**config.mk**
```make
export PLATFORM = sky130hd
export DESIGN_NAME = puckstates_fsm
export DESIGN_NICKNAME = d
export VERILOG_FILES = /design/src/rtl/puck_pkg.sv /design/src/rtl/puckstates_fsm_step_tick.sv /design/src/rtl/puckstates_fsm.sv
export SDC_FILE = /design/constraint.sdc
export NUM_CORES = 1
export LEC_CHECK = 0
export CELL_PAD_IN_SITES_DETAIL_PLACEMENT = 0
export CELL_PAD_IN_SITES_GLOBAL_PLACEMENT = 2
export CORE_MARGIN = 5
export CORE_UTILIZATION = 36
export CTS_BUF_LIST = sky130_fd_sc_hd__clkbuf_16
export DETAILED_ROUTE_END_ITERATION = 7
export GPL_ROUTABILITY_DRIVEN = 0
export PLACE_DENSITY_LB_ADDON = 0.1
export SLEW_MARGIN = 0
export SYNTH_ARGS = -nofsm -noshare
export SYNTH_HDL_FRONTEND = slang
export SYNTH_SLANG_ARGS = --single-unit
```
**constraint.sdc**
```tcl
create_clock -name clk -period 13.82 [get_ports clk]
set_clock_uncertainty 0.2 [all_clocks]
set_input_delay 2.764 -clock clk [delete_from_list [all_inputs] [get_ports clk]]
set_output_delay 2.764 -clock clk [all_outputs]
set_load 0.02 [all_outputs]
```
**src/rtl/puck_pkg.sv**
```systemverilog
// Shared types and helpers for the air-hockey puck engine: state codes,
// field geometry and small arithmetic helpers used by the motion FSM.
package puck_pkg;

    localparam int FIELD_W  = 640;
    localparam int FIELD_H  = 480;
    localparam int CENTRE_X = FIELD_W / 2;
    localparam int CENTRE_Y = FIELD_H / 2;

    localparam logic signed [11:0] X_MAX = 12'(FIELD_W - 1);
    localparam logic signed [11:0] Y_MAX = 12'(FIELD_H - 1);
    localparam logic signed [11:0] CX    = 12'(CENTRE_X);
    localparam logic signed [11:0] CY    = 12'(CENTRE_Y);

    typedef enum logic [4:0] {
        ST_SERVE  = 5'd0,
        ST_R_UP   = 5'd1,
        ST_R_FLAT = 5'd2,
        ST_R_DOWN = 5'd3,
        ST_L_UP   = 5'd4,
        ST_L_FLAT = 5'd5,
        ST_L_DOWN = 5'd6,
        ST_GOAL_L = 5'd7,
        ST_GOAL_R = 5'd8,
        ST_OVER   = 5'd9
    } puck_state_t;

    typedef enum logic [1:0] {
        V_UP   = 2'd0,
        V_FLAT = 2'd1,
        V_DOWN = 2'd2
    } vert_t;

    function automatic logic signed [11:0] abs12(input logic signed [11:0] v);
        return (v < 12'sd0) ? -v : v;
    endfunction

    function automatic logic signed [11:0] clamp12(input logic signed [11:0] v,
                                                   input logic signed [11:0] lo,
                                                   input logic signed [11:0] hi);
        if (v < lo)
            return lo;
        else if (v > hi)
            return hi;
        return v;
    endfunction

    function automatic logic [2:0] sat_inc3(input logic [2:0] v);
        return (v == 3'd7) ? 3'd7 : v + 3'd1;
    endfunction

    // Deflection select: up beats mid beats down; no button behaves as mid.
    function automatic vert_t btn_vert(input logic up, input logic mid, input logic down);
        if (up)
            return V_UP;
        else if (mid)
            return V_FLAT;
        else if (down)
            return V_DOWN;
        return V_FLAT;
    endfunction

    function automatic puck_state_t mk_state(input logic right, input vert_t v);
        puck_state_t s;
        case (v)
            V_UP:    s = right ? ST_R_UP   : ST_L_UP;
            V_DOWN:  s = right ? ST_R_DOWN : ST_L_DOWN;
            default: s = right ? ST_R_FLAT : ST_L_FLAT;
        endcase
        return s;
    endfunction

endpackage

```
**src/rtl/puckstates_fsm_step_tick.sv**
```systemverilog
// Movement-rate divider: emits a one-clock step pulse every STEP_DIV clocks.
module step_tick #(
    parameter int STEP_DIV = 1
) (
    input  logic clk,
    input  logic reset,
    output logic o_tick
);

    localparam int CW = (STEP_DIV > 1) ? $clog2(STEP_DIV) : 1;
    localparam logic [CW-1:0] LAST = CW'(STEP_DIV - 1);

    logic [CW-1:0] r_cnt;

    always_ff @(posedge clk) begin
        if (reset)
            r_cnt <= '0;
        else if (r_cnt == LAST)
            r_cnt <= '0;
        else
            r_cnt <= r_cnt + 1'b1;
    end

    assign o_tick = (r_cnt == LAST);

endmodule

```
**src/rtl/puckstates_fsm.sv**
```systemverilog
// Air-hockey puck engine: moves the puck, resolves wall/striker bounces,
// detects goals and keeps both scores. All state advances on the step pulse.
module puckstates_fsm
    import puck_pkg::*;
#(
    parameter int STEP_DIV    = 1,
    parameter int SPEED       = 1,
    parameter int SERVE_STEPS = 4,
    parameter int GOAL_TOP    = 160,
    parameter int GOAL_BOT    = 320,
    parameter int WIN_SCORE   = 7
) (
    input  logic        clk,
    input  logic        reset,
    input  logic [10:0] Lx,
    input  logic [10:0] Ly,
    input  logic [10:0] Rx,
    input  logic [10:0] Ry,
    input  logic        Lup,
    input  logic        Lmid,
    input  logic        Ldown,
    input  logic        Rup,
    input  logic        Rmid,
    input  logic        Rdown,
    input  logic [10:0] Pradius,
    input  logic [10:0] Rradius,
    output logic [9:0]  puckX,
    output logic [8:0]  puckY,
    output logic [4:0]  puckstate,
    output logic [2:0]  GL,
    output logic [2:0]  GR
);

    localparam logic signed [11:0] SPD  = 12'(SPEED);
    localparam logic signed [11:0] G_TOP = 12'(GOAL_TOP);
    localparam logic signed [11:0] G_BOT = 12'(GOAL_BOT);
    localparam logic [15:0] SERVE_LAST = 16'(SERVE_STEPS - 1);
    localparam logic [2:0]  WIN3 = 3'(WIN_SCORE);

    puck_state_t        r_state;
    logic signed [11:0] r_x;
    logic signed [11:0] r_y;
    logic [2:0]         r_gl;
    logic [2:0]         r_gr;
    logic [15:0]        r_serve_cnt;
    logic               r_serve_left;

    logic               w_tick;

    step_tick #(.STEP_DIV(STEP_DIV)) u_step_tick (
        .clk    (clk),
        .reset  (reset),
        .o_tick (w_tick)
    );

    // Everything widened to 12-bit signed so edge tests can go negative.
    logic signed [11:0] w_pr, w_reach;
    logic signed [11:0] w_lx, w_ly, w_rx, w_ry;
    assign w_pr    = {1'b0, Pradius};
    assign w_reach = w_pr + signed'({1'b0, Rradius});
    assign w_lx    = {1'b0, Lx};
    assign w_ly    = {1'b0, Ly};
    assign w_rx    = {1'b0, Rx};
    assign w_ry    = {1'b0, Ry};

    logic w_left_edge, w_right_edge, w_in_goal;
    logic w_hit_l, w_hit_r, w_top, w_bot;
    assign w_left_edge  = (r_x - w_pr) <= 12'sd0;
    assign w_right_edge = (r_x + w_pr) >= X_MAX;
    assign w_in_goal    = (r_y >= G_TOP) && (r_y <= G_BOT);
    assign w_hit_l      = (abs12(r_x - w_lx) <= w_reach) && (abs12(r_y - w_ly) <= w_reach);
    assign w_hit_r      = (abs12(r_x - w_rx) <= w_reach) && (abs12(r_y - w_ry) <= w_reach);
    assign w_top        = (r_y - w_pr) <= 12'sd0;
    assign w_bot        = (r_y + w_pr) >= Y_MAX;

    logic               w_cur_right;
    vert_t              w_cur_v;
    logic               w_dir_right;
    vert_t              w_v;
    logic               w_goal_l;
    logic               w_goal_r;
    puck_state_t        w_next_state;
    logic signed [11:0] w_dy;
    logic signed [11:0] w_nx;
    logic signed [11:0] w_ny;

    always_comb begin
        w_cur_right = 1'b0;
        w_cur_v     = V_FLAT;
        case (r_state)
            ST_R_UP:   begin w_cur_right = 1'b1; w_cur_v = V_UP;   end
            ST_R_FLAT: begin w_cur_right = 1'b1; w_cur_v = V_FLAT; end
            ST_R_DOWN: begin w_cur_right = 1'b1; w_cur_v = V_DOWN; end
            ST_L_UP:   begin w_cur_right = 1'b0; w_cur_v = V_UP;   end
            ST_L_DOWN: begin w_cur_right = 1'b0; w_cur_v = V_DOWN; end
            default:   begin w_cur_right = 1'b0; w_cur_v = V_FLAT; end
        endcase

        w_dir_right = w_cur_right;
        w_v         = w_cur_v;
        w_goal_l    = 1'b0;
        w_goal_r    = 1'b0;

        // Priority: side edge/goal, then striker toward the puck, then top/bottom.
        if (!w_cur_right && w_left_edge) begin
            if (w_in_goal) w_goal_r = 1'b1;
            else           w_dir_right = 1'b1;
        end else if (w_cur_right && w_right_edge) begin
            if (w_in_goal) w_goal_l = 1'b1;
            else           w_dir_right = 1'b0;
        end else if (!w_cur_right && w_hit_l) begin
            w_dir_right = 1'b1;
            w_v         = btn_vert(Lup, Lmid, Ldown);
        end else if (w_cur_right && w_hit_r) begin
            w_dir_right = 1'b0;
            w_v         = btn_vert(Rup, Rmid, Rdown);
        end else if (w_top && w_cur_v == V_UP) begin
            w_v = V_DOWN;
        end else if (w_bot && w_cur_v == V_DOWN) begin
            w_v = V_UP;
        end

        w_next_state = mk_state(w_dir_right, w_v);
        case (w_v)
            V_UP:    w_dy = -SPD;
            V_DOWN:  w_dy = SPD;
            default: w_dy = 12'sd0;
        endcase
        w_nx = clamp12(r_x + (w_dir_right ? SPD : -SPD), w_pr, X_MAX - w_pr);
        w_ny = clamp12(r_y + w_dy, w_pr, Y_MAX - w_pr);
    end

    always_ff @(posedge clk) begin
        if (reset) begin
            r_state      <= ST_SERVE;
            r_x          <= CX;
            r_y          <= CY;
            r_gl         <= 3'd0;
            r_gr         <= 3'd0;
            r_serve_cnt  <= 16'd0;
            r_serve_left <= 1'b1;
        end else if (w_tick) begin
            case (r_state)
                ST_SERVE: begin
                    r_x <= CX;
                    r_y <= CY;
                    if (r_serve_cnt == SERVE_LAST) begin
                        r_serve_cnt <= 16'd0;
                        r_state     <= r_serve_left ? ST_L_FLAT : ST_R_FLAT;
                    end else begin
                        r_serve_cnt <= r_serve_cnt + 16'd1;
                    end
                end
                ST_R_UP, ST_R_FLAT, ST_R_DOWN, ST_L_UP, ST_L_FLAT, ST_L_DOWN: begin
                    if (w_goal_r) begin
                        r_gr    <= sat_inc3(r_gr);
                        r_state <= ST_GOAL_R;
                    end else if (w_goal_l) begin
                        r_gl    <= sat_inc3(r_gl);
                        r_state <= ST_GOAL_L;
                    end else begin
                        r_state <= w_next_state;
                        r_x     <= w_nx;
                        r_y     <= w_ny;
                    end
                end
                // Conceding side receives the next serve.
                ST_GOAL_L: begin
                    r_x          <= CX;
                    r_y          <= CY;
                    r_serve_cnt  <= 16'd0;
                    r_serve_left <= 1'b0;
                    r_state      <= (r_gl == WIN3) ? ST_OVER : ST_SERVE;
                end
                ST_GOAL_R: begin
                    r_x          <= CX;
                    r_y          <= CY;
                    r_serve_cnt  <= 16'd0;
                    r_serve_left <= 1'b1;
                    r_state      <= (r_gr == WIN3) ? ST_OVER : ST_SERVE;
                end
                ST_OVER: begin
                    r_x <= CX;
                    r_y <= CY;
                end
                default: begin
                    r_x         <= CX;
                    r_y         <= CY;
                    r_serve_cnt <= 16'd0;
                    r_state     <= ST_SERVE;
                end
            endcase
        end
    end

    assign puckX     = r_x[9:0];
    assign puckY     = r_y[8:0];
    assign puckstate = r_state;
    assign GL        = r_gl;
    assign GR        = r_gr;

endmodule

```
==> reports/metrics.yaml, run 1 <==
yosys:
  synth_area_um2: 11800
  synth_edf_count: 0
  yosysTopAreaCell: "ha_1"
  synth.top_cells.by_count: "ha_1 (221), inv_1 (131), a21oi_1 (110)"
  syn-instance-count: 1560
  synth_top_area_frac: 0.234
  yosys_warnings: 0
  synth.most_common_cell: "ha_1"
  ys_async_sr_fraction: 0
  yosys-top-cells-area: "ha_1 (23%), dfxtp_1 (8.8%), xnor2_1 (5.1%)"
  ys_seq_area_frac: 0.0880
  synthDistinctLibCells: 92
  ys_ff_latch: 52
  synth-main-ff-cell: "dfxtp_1"
  syn_area_per_cell_um2: 7.59
hold_path:
  hp-start: "r_serve_cnt[1]"
  min_to: "r_serve_cnt[1]"
  hold_path.class: "reg2reg"
  hold_depth: 2
route:
  drt-total-wl_um: 41700
  drt_pass1_iterations: 5
  drt_iter0_drc: 663
  viasPerCell: 5.60
  avgRoutedWirePerCell_um: 20.2
  vias: 11568
  drc: 0
  ant_nets: 0
place:
  dp.final_hpwl_um: 33100
  io_buffers: 102
  dp_cells: 2059
worst_setup_path:
  timing.rr.start: "r_y[1]"
  end_kind: "flop"
  critical_path_class: "in2reg"
  crit_path_top_delay_cell: "nor3_1"
  required_ns: 13.86
  arrival_ns: 12.91
  rrSetupSlack_ns: 3.07
  critPathMaxFanout: 17
  r2r.worst_path.cells: 39
  crit_top_cell: "a21oi_1"
  r2r_end: "r_y[5]"
  critical-path-max-stage-delay_ns: 0.87
  critPathLaunchType: "input port"
timing:
  rsz0062_at_grt: "false"
  fmax_mhz: 77.7
  fin_setup_tns_ns: 0
  hold_viol_final: 0
  tightest_slew_ns: 1.16
  min_period_ns: 12.87
  max_slew_margin: 0.223
  drv_slew: 0
  setup_viol: 0
  fin_crit_sh: 0.931
clocking:
  post_cts_resized: 0
  hold_buffers: 0
  clkLatencyLatePin_ns: 0.31
  cts_tree: "done"
  htree_levels: 2
  root_buffer: "clkbuf_16"
  path_clk_slew_ns: 0.09
  clock_sinks: 52
  postCtsSetupBuffers: 0
  numCtsBuffers: 5
  clock_path_buffers: 2
global_route:
  grt_max_degree: 24
  grt-ovfl-total: 0
  grt_pass1_vias: 10983
  grt_first_pass_wirelength_um: 63400
  track_usage: 0.220
  antenna_found_initial: 1
status:
  outcome: "finished, final reports clean"
die:
  die_y_um: 191
  die_area_um2: 36600
  core_um2: 32500
  num_rows: 66
  boundaryPins: 104
  die_w_um: 191
  start_util: 0.364
job:
  cap_violations: 0
final_layout:
  drive_gt1_frac: 0.0468
  num_antenna_cells: 0
  instances_no_fill: 2067
  syn2layout_area_growth_pct: 12.3
  nets: 1930
==> worst max path at each step <==
stage	from	end	slack [ns]	cells past startpoint
6_report	Rx[1]	r_y[5]	0.95	41
5_1_grt	Rx[1]	r_y[5]	0.02	41
4_1_cts	Rx[1]	r_y[5]	0.99	41
3_5_place_dp	Rx[1]	r_y[5]	0.72	41
3_3_place_gp	Rx[1]	r_y[5]	0.94	41
2_1_floorplan	Ry[0]	r_y[5]	2.33	38
==> state kept, by name, indices dropped and copies added, names as in the netlist <==
name,flops
r_x,12
puckstate,4
r_serve_cnt,16
GR,3
r_serve_left,1
GL,3
u_step_tick.r_cnt,1
r_y,12
==> layer usage <==
metal / share of wire / track usage / vias to the layer above / wire length, µm
met5: 0 / 0 / - / 0
met4: 0.014 / 0.0307 / 0 / 597
met3: 0.039 / 0.0199 / 31 / 1630
met2: 0.44 / 0.361 / 267 / 18500
met1: 0.50 / 0.321 / 5436 / 20900
li1: - / - / 5834 / -
==> area by class of cell <==
cell class                 count  area (µm²)
fill                        3471       19200
clock inverter                 3        25.0
tap                          442         553
timing repair buffer         124        1190
clock buffer                   5         125
sequential                    52        1040
multi-input combinational   1309        9870
inverter                     132         495
==> cells in the final DEF, fill, tap and decap left out, drive strengths merged, types with 19 or more instances in the layout <==
cell	instances
nor2	94
inv	133
xnor2	69
nand2b	31
nand2	73
o21ai	93
and3	26
nor3	53
nand3	53
nand4	21
o21a	19
xor2	55
nor2b	33
a21oi	111
buf	22
o21bai	22
a31oi	19
clkdlybuf4s50	102
a21o	29
dfxtp	52
or3	31
ha	221
==> cells by family (layout without fill, tap and decap cells) <==
kind of cell	Yosys count	in the layout	synth area share
flip-flops	52	52	0.0880
XOR/XNOR	124	124	0.0918
adder cells (fa/ha/maj)	232	232	0.252
other	1	2	0.000317
multiplexers	16	16	0.0141
AO/OA/AOI/OAI	437	437	0.247
AND/OR/NAND/NOR	498	498	0.227
buffers and inverters	200	264	0.0789
==> stage by stage <==
| step | worst slack (ns) | cell area (µm²) | util | hold slack [ns] |
|---|---|---|---|---|
| CTS | 0.986 | 13300 | 0.409 | 0.299 |
| detailed placement | 0.721 | 13100 | 0.404 | 0.286 |
| floorplan | 2.33 | 11800 | - | 0.263 |
| global placement | 0.939 | 13100 | 0.404 | 0.278 |
| global route | 0.0227 | 13300 | 0.409 | 0.329 |
| finish | 0.951 | 13300 | 0.409 | 0.298 |
==> critical path, delay by kind of cell <==
kind            cells  cell delay [ns]
simple gates        9             2.94
fa+ha+maj           4             1.21
mux                 1             0.37
compound gates     21             4.24
xor+xnor            2             0.34
buf+inv             4             1.06
Power of run 1 is left out: the tool's default activity adds up to more than one toggle a clock period on the data nets, which glitch-free logic cannot reach.
==> run 2, diff against run 1 <==
--- a/config.mk
+++ b/config.mk
@@ -8,7 +8,7 @@
 export CELL_PAD_IN_SITES_DETAIL_PLACEMENT = 0
 export CELL_PAD_IN_SITES_GLOBAL_PLACEMENT = 2
 export CORE_MARGIN = 5
-export CORE_UTILIZATION = 36
+export CORE_UTILIZATION = 35
 export CTS_BUF_LIST = sky130_fd_sc_hd__clkbuf_16
 export DETAILED_ROUTE_END_ITERATION = 7
 export GPL_ROUTABILITY_DRIVEN = 0
@@ -16,4 +16,5 @@
 export SLEW_MARGIN = 0
 export SYNTH_ARGS = -nofsm -noshare
 export SYNTH_HDL_FRONTEND = slang
+export SYNTH_HIERARCHICAL = 1
 export SYNTH_SLANG_ARGS = --single-unit
==> run 2 against run 1 <==
Area after synthesis fell by 1.4%. Synthesized cell count rose by 0.19%. Hold slack better by 0.016 ns. Count of clock-buffer cells in the layout is the same. Die area increased by 1.3%. Sequential cell count unchanged. Register-to-register slack better by 0.19 ns. Fmax is 0.13% higher. Core utilization down 0.37 points. Final cell count rose by 0.44%. Global-route usage fell by 0.82 points.
==> reports/metrics.yaml, run 2 <==
route:
  ant_nets: 0  # unchanged
  vias: 11436  # was 11568
  drt-total-wl_um: 40100  # was 41700 µm
  drt_pass1_iterations: 8  # was 5
  viasPerCell: 5.51  # was 5.60
  drt_iter0_drc: 541  # was 663
  drc: 0  # unchanged
  avgRoutedWirePerCell_um: 19.3  # was 20.2 µm
timing:
  rsz0062_at_grt: "false"  # unchanged
  hold_viol_final: 0  # unchanged
  fmax_mhz: 77.8  # was 77.7 MHz
  fin_crit_sh: 0.930  # was 0.931
  min_period_ns: 12.85  # was 12.87 ns
  setup_viol: 0  # unchanged
  fin_setup_tns_ns: 0  # unchanged
  tightest_slew_ns: 0.865  # was 1.16 ns
  max_slew_margin: 0.423  # was 0.223
  drv_slew: 0  # unchanged
  final.setup.worst_slack_ns: 0.968  # was 0.951 ns
place:
  dp.final_hpwl_um: 32700  # was 33100 µm
  io_buffers: 102  # unchanged
  dp_slack_ns: 0.373  # was 0.721 ns
power:
  pwr_density_cell_nw_per_um2: 91.1
  p_leak_nw: 5.80
  ir_worst_vdd_uv: 52.4
global_route:
  grt_max_degree: 20  # was 24
  grt_use_met2: 0.355  # was 0.361
  grt-busiest-layer: "met2"  # unchanged
  grt_util_met3: 0.0228  # was 0.0199
  antenna_found_initial: 0  # was 1
  grt-ovfl-total: 0  # unchanged
  use_met1: 0.293  # was 0.321
  track_usage: 0.212  # was 0.220
  grt_pass1_vias: 11088  # was 10983
  grt_first_pass_wirelength_um: 61900  # was 63400 µm
die:
  boundaryPins: 104  # unchanged
  core_um2: 32700  # was 32500 µm²
  die_w_um: 193  # was 191 µm
  num_rows: 66  # unchanged
  die_area_um2: 37100  # was 36600 µm²
  die_y_um: 193  # was 191 µm
  start_util: 0.357  # was 0.364
yosys:
  synthDistinctLibCells: 86  # was 92
  ys_ff_latch: 52  # unchanged
  yosysTopAreaCell: "ha_1"  # unchanged
  syn_area_per_cell_um2: 7.46  # was 7.59 µm²
  synth.most_common_cell: "ha_1"  # unchanged
  yosys-top-cells-area: "ha_1 (24%), dfxtp_1 (8.9%), xnor2_1 (6.5%)"  # was ha_1 (23%), dfxtp_1 (8.8%), xnor2_1 (5.1%)
  syn-num-nets: 1869
  muxShareOfSynthArea: 0.0149  # was 0.0141
  yosys_warnings: 6  # was 0
  ys_async_sr_fraction: 0  # unchanged
  synth_top_family_by_area: "adder cells"  # unchanged
  ys_seq_area_frac: 0.0893  # was 0.0880
  synthSimpleGateAreaFrac: 0.225  # was 0.227
  synth_compound_area_frac: 0.238  # was 0.247
  synth_area_um2: 11700  # was 11800 µm²
  synth_edf_count: 0  # unchanged
  syn-instance-count: 1563  # was 1560
  synthXorXnorAreaFrac: 0.104  # was 0.0918
  synth-main-ff-cell: "dfxtp_1"  # unchanged
  synth.top_cells.by_count: "ha_1 (221), nor2_1 (164), inv_1 (124)"  # was ha_1 (221), inv_1 (131), a21oi_1 (110)
  synth_top_area_frac: 0.237  # was 0.234
  synthAdderAreaFrac: 0.256  # was 0.252
final_layout:
  layout_common_cells: "ha_1 (221), nor2_1 (164), inv_1 (124)"  # was ha_1 (221), inv_1 (131), a21oi_1 (110)
  regMostFlops: "r_serve_cnt"  # unchanged
  syn2layout_area_growth_pct: 13.5  # was 12.3%
  drive_gt1_frac: 0.0428  # was 0.0468
  num_antenna_cells: 0  # unchanged
  final_common_cell: "ha_1"  # unchanged
  nets: 1939  # was 1930
  largest_register_ffs: 16  # unchanged
  top_regs: "r_serve_cnt x16, r_x x12, r_y x12"  # unchanged
worst_setup_path:
  arrival_ns: 12.88  # was 12.91 ns
  cp_top_family: "compound AO/OA/AOI/OAI gates"  # unchanged
  startpoint: "Ly[1]"  # was Rx[1]
  end_kind: "flop"  # unchanged
  crit_cells: 45  # was 41
  critical-path-max-stage-delay_ns: 0.51  # was 0.87 ns
  crit_path_top_delay_cell: "clkdlybuf4s50_1"  # was nor3_1
  worst-path-buf-inv: 4  # unchanged
  crit_top_cell: "o21ai_0"  # was a21oi_1
  timing.rr.start: "r_y[1]"  # unchanged
  required_ns: 13.85  # was 13.86 ns
  critPathLaunchType: "input port"  # unchanged
  critPathMaxFanout: 13  # was 17
  r2r.worst_path.cells: 43  # was 39
  critical_path_class: "in2reg"  # unchanged
clocking:
  clkLatencyLatePin_ns: 0.32  # was 0.31 ns
  htree_levels: 2  # unchanged
  clock_path_buffers: 2  # unchanged
  root_buffer: "clkbuf_16"  # unchanged
  cts_tree: "done"  # unchanged
  clock_sinks: 52  # unchanged
  path_clk_slew_ns: 0.08  # was 0.09 ns
  numCtsBuffers: 5  # unchanged
  hold_buffers: 0  # unchanged
job:
  cap_violations: 0  # unchanged
hold_path:
  hp-start: "GL[2]"  # was r_serve_cnt[1]
  hold_path.class: "reg2reg"  # unchanged
  hold_depth: 2  # unchanged
status:
  outcome: "finished, final reports clean"  # unchanged
## run 2: cell types whose count changed in the layout (fill, tap and decap cells not counted), moves of 7 or more
cell      previous run  this run
and2_1              12         1
nand3_1             53        34
nand4_1             21        14
o22ai_1              3        10
o21ai_0             89        74
nor3b_1             15         5
nand2_1             73        85
nor2_1              94       164
nand2b_1            31        39
xnor2_1             69        82
nor2b_1             32        43
nor3_1              53        41
inv_1              131       124
## run 2: cells by family after synthesis
| kind of cell | after synthesis |
|---|---|
| AOI/OAI and AO/OA | 418 |
| xor gates and xnor gates | 139 |
| and+or+nand+nor | 516 |
| buffers and inverters | 187 |
| other | 2 |
| muxes | 17 |
| adders and majority gates | 232 |
| DFF | 52 |
## run 2: layout make-up
class / count / area, µm²
inverters: 126 / 473
clock buffers: 5 / 125
clock inverters: 3 / 28.8
well taps: 442 / 553
multi-input cells: 1324 / 9820
repair buffers: 124 / 1200
flip-flops and latches: 52 / 1040
fillers: 3482 / 19500
## run 2: power breakdown
part           leakage (nW)  internal (W)  switching, W
clock network        0.0767     0.0000703     0.0000731
logic                  5.30      0.000372      0.000526
registers             0.420      0.000154     0.0000114
## run 2: worst min-delay path, cell delays in order, from the launching register on
cell and delay [ns]:
dfxtp_1 0.36, a31oi_1 0.05, nor2_1 0.07
## run 2: final timing paths
check | end | slack, ns
max | r_x[0] | 0.97
min | GL[2] | 0.31
max reg2reg | r_x[0] | 3.26
min reg2reg | GL[2] | 0.31
## run 2: timing repair
action,CTS,global route
resized for setup,0,4
setup buffers,0,3
setup endpoints to repair,0,10
## run 2: metrics by stage
stage           util  power [W]  std cells  hold slack [ns]  instance area [µm²]
6_report       0.405    0.00121       2076            0.314                13200
5_1_grt        0.405    0.00132       2076            0.348                13200
4_1_cts        0.403    0.00119       2073            0.320                13200
3_5_place_dp   0.398    0.00104       2065            0.289                13000
3_3_place_gp   0.398    0.00104       2065            0.296                13000
2_1_floorplan      -   0.000813       1563            0.271                11700
## run 2: layer usage
metal / wire, µm / vias to the layer above
met1: 19800 / 5427
li1: - / 5747
met3: 1330 / 46
met5: 0 / -
met2: 18100 / 216
met4: 828 / 0
Note: power is estimated with default switching activity, not from simulation.
